--- src/rtl/shift_seq_pkg.sv ---
// Shared definitions for the shift sequence counter.
// Holds the mode encodings and the home-state helper used by the counter
// and the legality checker.
package shift_seq_pkg;

  // Counter mode: twisted ring (period 2*W) or plain ring (period W).
  localparam logic MODE_JOHNSON = 1'b0;
  localparam logic MODE_RING    = 1'b1;

  // Home state for a mode, returned wide; callers truncate to their width.
  function automatic logic [31:0] home_state(input logic mode);
    return (mode == MODE_RING) ? 32'd1 : 32'd0;
  endfunction

endpackage

--- src/rtl/shift_seq_legal.sv ---
// Legality checker for the shift sequence counter state.
// Ports:
//   cnt   - current counter state
//   mode  - MODE_JOHNSON or MODE_RING
//   legal - 1 when cnt is a state reachable in that mode (combinational)
// Only instantiated when SHIFT_SEQ_SELF_CORRECT_EN is defined.
module shift_seq_legal
  import shift_seq_pkg::*;
#(
  parameter int unsigned WIDTH = 4
) (
  input  logic [WIDTH-1:0] cnt,
  input  logic             mode,
  output logic             legal
);

  logic [WIDTH-1:0] inv;
  logic             low_run;
  logic             high_run;
  logic             one_hot;

  // Johnson states are a run of ones at the bottom (0..01..1) or at the top
  // (1..10..0); a ring state has exactly one bit set.
  always_comb begin
    inv      = ~cnt;
    low_run  = ((cnt & (cnt + WIDTH'(1))) == '0);
    high_run = ((inv & (inv + WIDTH'(1))) == '0);
    one_hot  = (cnt != '0) && ((cnt & (cnt - WIDTH'(1))) == '0);
    legal    = (mode == MODE_RING) ? one_hot : (low_run | high_run);
  end

endmodule

--- src/rtl/shift_seq_counter.sv ---
// Johnson / ring shift counter with phase index and wrap pulse.
// Ports:
//   clk, rst    - rising-edge clock, asynchronous active-high reset
//   en_i        - advance one step this cycle
//   dir_i       - 0 shift toward MSB (up), 1 toward LSB (down)
//   mode_i      - 0 Johnson, 1 ring; a change re-homes the counter
//   load_i      - synchronous parallel load of load_val_i
//   cnt_o       - registered counter state
//   phase_o     - step index within the period
//   wrap_o      - one-cycle pulse after a step landing on phase 0
// Build option: define SHIFT_SEQ_SELF_CORRECT_EN to re-home illegal states
// on a step instead of shifting them.
module shift_seq_counter
  import shift_seq_pkg::*;
#(
  parameter int unsigned WIDTH = 4
) (
  input  logic                          clk,
  input  logic                          rst,
  input  logic                          en_i,
  input  logic                          dir_i,
  input  logic                          mode_i,
  input  logic                          load_i,
  input  logic [WIDTH-1:0]              load_val_i,
  output logic [WIDTH-1:0]              cnt_o,
  output logic [$clog2(2*WIDTH)-1:0]    phase_o,
  output logic                          wrap_o
);

  localparam int unsigned PW = $clog2(2 * WIDTH);
  // Last phase index of each period (P-1); P itself may not fit in PW bits.
  localparam logic [PW-1:0] LAST_J = PW'(2 * WIDTH - 1);
  localparam logic [PW-1:0] LAST_R = PW'(WIDTH - 1);

  logic             mode_q;
  logic             mode_d;
  logic [WIDTH-1:0] cnt_d;
  logic [PW-1:0]    phase_d;
  logic             wrap_d;
  logic [PW-1:0]    last;
  logic             fb;
  logic             illegal_c;

`ifdef SHIFT_SEQ_SELF_CORRECT_EN
  logic legal;

  shift_seq_legal #(.WIDTH(WIDTH)) u_legal (
    .cnt   (cnt_o),
    .mode  (mode_q),
    .legal (legal)
  );

  assign illegal_c = ~legal;
`else
  assign illegal_c = 1'b0;
`endif

  // Next state: load > mode change > step > hold.
  always_comb begin
    cnt_d   = cnt_o;
    phase_d = phase_o;
    wrap_d  = 1'b0;
    mode_d  = mode_q;
    fb      = 1'b0;
    last    = (mode_q == MODE_RING) ? LAST_R : LAST_J;

    if (load_i) begin
      cnt_d   = load_val_i;
      phase_d = '0;
    end else if (mode_i != mode_q) begin
      mode_d  = mode_i;
      cnt_d   = WIDTH'(home_state(mode_i));
      phase_d = '0;
    end else if (en_i) begin
      if (illegal_c) begin
        cnt_d   = WIDTH'(home_state(mode_q));
        phase_d = '0;
      end else begin
        if (!dir_i) begin
          fb      = (mode_q == MODE_RING) ? cnt_o[WIDTH-1] : ~cnt_o[WIDTH-1];
          cnt_d   = {cnt_o[WIDTH-2:0], fb};
          phase_d = (phase_o == last) ? '0 : phase_o + PW'(1);
        end else begin
          fb      = (mode_q == MODE_RING) ? cnt_o[0] : ~cnt_o[0];
          cnt_d   = {fb, cnt_o[WIDTH-1:1]};
          phase_d = (phase_o == '0) ? last : phase_o - PW'(1);
        end
        // An empty ring would rotate zeros forever; seed a single one.
        if ((mode_q == MODE_RING) && (cnt_o == '0)) begin
          cnt_d = dir_i ? {1'b1, {(WIDTH-1){1'b0}}} : WIDTH'(1);
        end
        wrap_d = (phase_d == '0);
      end
    end
  end

  // State and output registers.
  always_ff @(posedge clk or posedge rst) begin
    if (rst) begin
      cnt_o   <= '0;
      phase_o <= '0;
      wrap_o  <= 1'b0;
      mode_q  <= MODE_JOHNSON;
    end else begin
      cnt_o   <= cnt_d;
      phase_o <= phase_d;
      wrap_o  <= wrap_d;
      mode_q  <= mode_d;
    end
  end

endmodule

--- config.mk ---
export PLATFORM = sky130hd
export DESIGN_NAME = shift_seq_counter
export DESIGN_NICKNAME = d
export VERILOG_FILES = /design/src/rtl/shift_seq_pkg.sv /design/src/rtl/shift_seq_legal.sv /design/src/rtl/shift_seq_counter.sv
export SDC_FILE = /design/constraint.sdc
export NUM_CORES = 1
export LEC_CHECK = 0
export BUFFER_PORTS_ARGS = -buffer_cell sky130_fd_sc_hd__buf_2
export CAP_MARGIN = 20
export CORE_UTILIZATION = 50
export CTS_BUF_LIST = sky130_fd_sc_hd__clkbuf_4 sky130_fd_sc_hd__clkbuf_8 sky130_fd_sc_hd__clkbuf_16
export CTS_CLUSTER_DIAMETER = 60
export DETAILED_ROUTE_END_ITERATION = 10
export GPL_ROUTABILITY_DRIVEN = 1
export GPL_TIMING_DRIVEN = 0
export PLACE_DENSITY = 0.77
export SKIP_LAST_GASP = 1
export SYNTH_ARGS = -nofsm -noshare
export SYNTH_HDL_FRONTEND = slang
export SYNTH_SLANG_ARGS = --single-unit
--- constraint.sdc ---
create_clock -name clk -period 1.85 [get_ports clk]
set_clock_uncertainty 0.2 [all_clocks]
set_input_delay 0.0925 -clock clk [delete_from_list [all_inputs] [get_ports clk]]
set_output_delay 0.0925 -clock clk [all_outputs]
set_load 0.01 [all_outputs]
==> run summary <==
## Run
- **MaxCap Viol Count** 0

## Synth
- **Synth top cells by count** 9 x sky130_fd_sc_hd__dfrtp_1, 7 x sky130_fd_sc_hd__a21oi_1, 7 x sky130_fd_sc_hd__nor2_1
- **leading cell type by number of instances after synthesis** sky130_fd_sc_hd__dfrtp_1
- **dominant register cell in the synthesized netlist** sky130_fd_sc_hd__dfrtp_1
- **fraction of post-synthesis cell area in the top cell type by area** 33.8%
- **Post-synth EDFFs** 0
- **proportion of synthesized flip-flops having asynchronous set or reset** 100%
- **Yosys warning count** 0
- **portion of the post-synthesis area used by sequential elements** 33.8%
- **Synthesized Nets** 87
- **Yosys top cell by area** sky130_fd_sc_hd__dfrtp_1
- **leading cell types by total area after synthesis** sky130_fd_sc_hd__dfrtp_1 34%, sky130_fd_sc_hd__mux2i_1 6.0%, sky130_fd_sc_hd__ha_1 5.6%
- **number of flip-flops and latches in the synthesized netlist** 9
- **synthesized instance count** 74
- **Post-Syn Area per Cell** 9.01 um2
- **distinct cell type count after synthesis** 31
- **combined area of all synthesized cells** 667 um2

## Timing
- **time the final worst path needs with I/O delays and setup** 1.76 ns
- **sum of negative setup slack** 0 ns
- **setup violators final** 0
- **worst-margin pin slew** 0.446 ns
- **period utilization** 95.1%
- **unrepaired setup endpoints after global routing** no
- **number of failing hold endpoints at the final stage** 0
- **number of pins with negative max-slew slack in the final report** 0
- **highest clock rate** 568 MHz
- **final critical-path setup slack** 0.0901 ns
- **Relative slew margins** 70.3%

## Routing
- **total wirelength of the detailed-routed design** 1530 um
- **DRC** 0
- **number of design-rule violations left by the first detailed-router iteration** 9
- **remaining antenna violation count after routing** 0
- **post-DR vias/cell** 5.51
- **vias after detailed routing** 645
- **DRT Pass-1 Iters** 4
- **wire length per cell after detailed routing** 13.0 um

## Die
- **number of placement rows** 12
- **Boundary Pins** 18
- **horizontal extent of the die** 38.5 um
- **height of the die** 38.5 um
- **die outline area** 1480 um2
- **area inside the core boundary** 1170 um2
- **initial standard-cell utilization of the core** 56.9%

## Power
- **power density relative to cell area** 643 nW/um2
- **worst vdd rail ir drop** 0.507 mV
- **leakage power total** 0.447 nW

## Global route
- **number of antenna violations at the first check in global routing** 0
- **global-route wire length before repair** 2550 um
- **pin count of the biggest net entering global routing** 11
- **via count of the first global-routing pass** 565
- **leftover overflow at the end of global routing** 0
- **All-Layer GR Usage** 26.0%

## Place
- **Port Buf Inserts** 17
- **worst slack at placement** 0.0454 ns
- **Post-Place Cell Area** 769 um2
- **Detail Placement HPWL** 1010 um
- **Routability Congestion** 0.752
- **total placed cells including tap cells** 105

## Clocking
- **register clock-pin slew on the reported worst setup and hold paths** 0.06 ns
- **number of sinks driven by the clock tree** 9
- **clock latency reported for the late side of the worst-skew pair** 0.26 ns
- **maximum count of clock buffers along a single path** 2
- **TritonCTS clock tree** done
- **maximum level of the CTS H-tree** 1
- **CTS Root Buffer Type** sky130_fd_sc_hd__clkbuf_4
- **number of clock buffers inserted by TritonCTS** 3
- **number of setup buffers added after CTS** 0

## Setup path
- **data required time at the worst endpoint** 1.84 ns
- **Register-to-Register Path Depth** 6
- **reg2reg end** wrap_o
- **type of element capturing the critical path** flip-flop
- **Critical Path Fanout Max** 10
- **setup slack, reg-to-reg** 0.09 ns
- **Reg-to-Reg Start** mode_q
- **kind of critical path** flip-flop to flip-flop
- **first element of the critical path** mode_q
- **Worst Setup Start Kind** flip-flop
- **Critical path destination** wrap_o
- **arrival time at the worst endpoint** 1.75 ns

## Cells and area
- **cell area after layout** 887 um2
- **synthesis-to-layout area growth** 33.0%
- **final core area utilization** 75.7%
- **number of nets in the final layout** 117
- **count of non-filler cells in the finished layout** 117
- **number of inserted filler cells in the final layout** 83
- **number of antenna repair diodes** 0
- **fraction of layout instances using a drive strength above 1** 27.2%

## Run status
- **run status** finished clean

## Worst hold path
- **path class of the lowest-slack min-delay path** input pin to flip-flop

layout by cell type (no fill, tap or decap), types with 3 or more instances in the layout:
cell / synthesis / final
sky130_fd_sc_hd__inv_1: 6 / 6
sky130_fd_sc_hd__nand2b_1: 3 / 3
sky130_fd_sc_hd__clkbuf_4: 0 / 4
sky130_fd_sc_hd__nor3_1: 3 / 3
sky130_fd_sc_hd__ha_1: 3 / 3
sky130_fd_sc_hd__a21oi_1: 7 / 7
sky130_fd_sc_hd__buf_2: 1 / 18
sky130_fd_sc_hd__nand2_1: 4 / 4
sky130_fd_sc_hd__and2_1: 3 / 3
sky130_fd_sc_hd__mux2i_1: 4 / 4
sky130_fd_sc_hd__dfrtp_1: 9 / 9
sky130_fd_sc_hd__nor2_1: 7 / 7
sky130_fd_sc_hd__dlygate4sd3_1: 0 / 8
report_power, final:
part           internal [mW]  switching [mW]
Clock                 0.0976          0.0657
Combinational         0.0854          0.0841
Sequential             0.214          0.0241
Total                  0.397           0.174
routing by layer:
layer	part of all wire, %	global-route usage, %	vias to the layer above	routed length (um)
met5	0	0	-	0
met4	1.1	12.9	0	17
met3	2.9	3.49	4	44
met2	46	39.6	21	708
met1	49	36.0	297	754
li1	-	-	323	-
metrics by stage:
stage / hold WS (ns) / power, mW
after floorplan: -0.280 / 0.344
after global placement: -0.144 / 0.390
after detailed placement: -0.142 / 0.394
after CTS: 0.0657 / 0.571
after global routing: 0.121 / 0.612
final: 0.0888 / 0.571
worst max-delay path, stage by stage (launching register included):
cell	delay [ns]
sky130_fd_sc_hd__dfrtp_1	0.37
sky130_fd_sc_hd__buf_6	0.13
sky130_fd_sc_hd__nor2b_4	0.13
sky130_fd_sc_hd__or3_4	0.33
sky130_fd_sc_hd__buf_6	0.15
sky130_fd_sc_hd__nor3_1	0.17
sky130_fd_sc_hd__o2111a_1	0.22
sequential cells by signal, summed over array words and instances (netlist names):
signal,cells
mode_q,1
wrap_o,1
cnt_o,4
phase_o,3
worst min-delay path by stage:
stage            from  cells past startpoint         end  slack, ns
3_5_place_dp      rst                      2  phase_o[1]      -0.14
3_3_place_gp      rst                      2  phase_o[1]      -0.14
5_1_grt        mode_i                      4    cnt_o[0]       0.12
4_1_cts        mode_i                      4    cnt_o[0]       0.07
2_1_floorplan     rst                      1    cnt_o[0]      -0.28
6_report       mode_i                      4    cnt_o[0]       0.09
cell type report:
type	instances	area (um2)	share of cell area (%)
Buffer	4	31.3	3.53
Sequential cell	9	225	25.4
Timing Repair Buffer	25	165	18.6
Multi-Input combinational cell	55	395	44.6
Tap cell	14	17.5	1.97
Clock buffer	4	30.0	3.39
Inverter	6	22.5	2.54
what timing repair did:
item,CTS,global route
hold buffers,8,0
resized for setup,0,1
endpoints found under the hold margin,15,0
endpoints found under the setup margin,0,1
cell families after synthesis:
family	count (synthesis)	share of synthesized area [%]
flip-flops	9	33.8
adder cells (fa/ha/maj)	3	5.63
multiplexers	5	7.69
AND/OR/NAND/NOR	25	20.4
AO/OA/AOI/OAI	22	24.4
buffers and inverters	10	8.07
No activity file was read; power rests on OpenSTA's default activity.
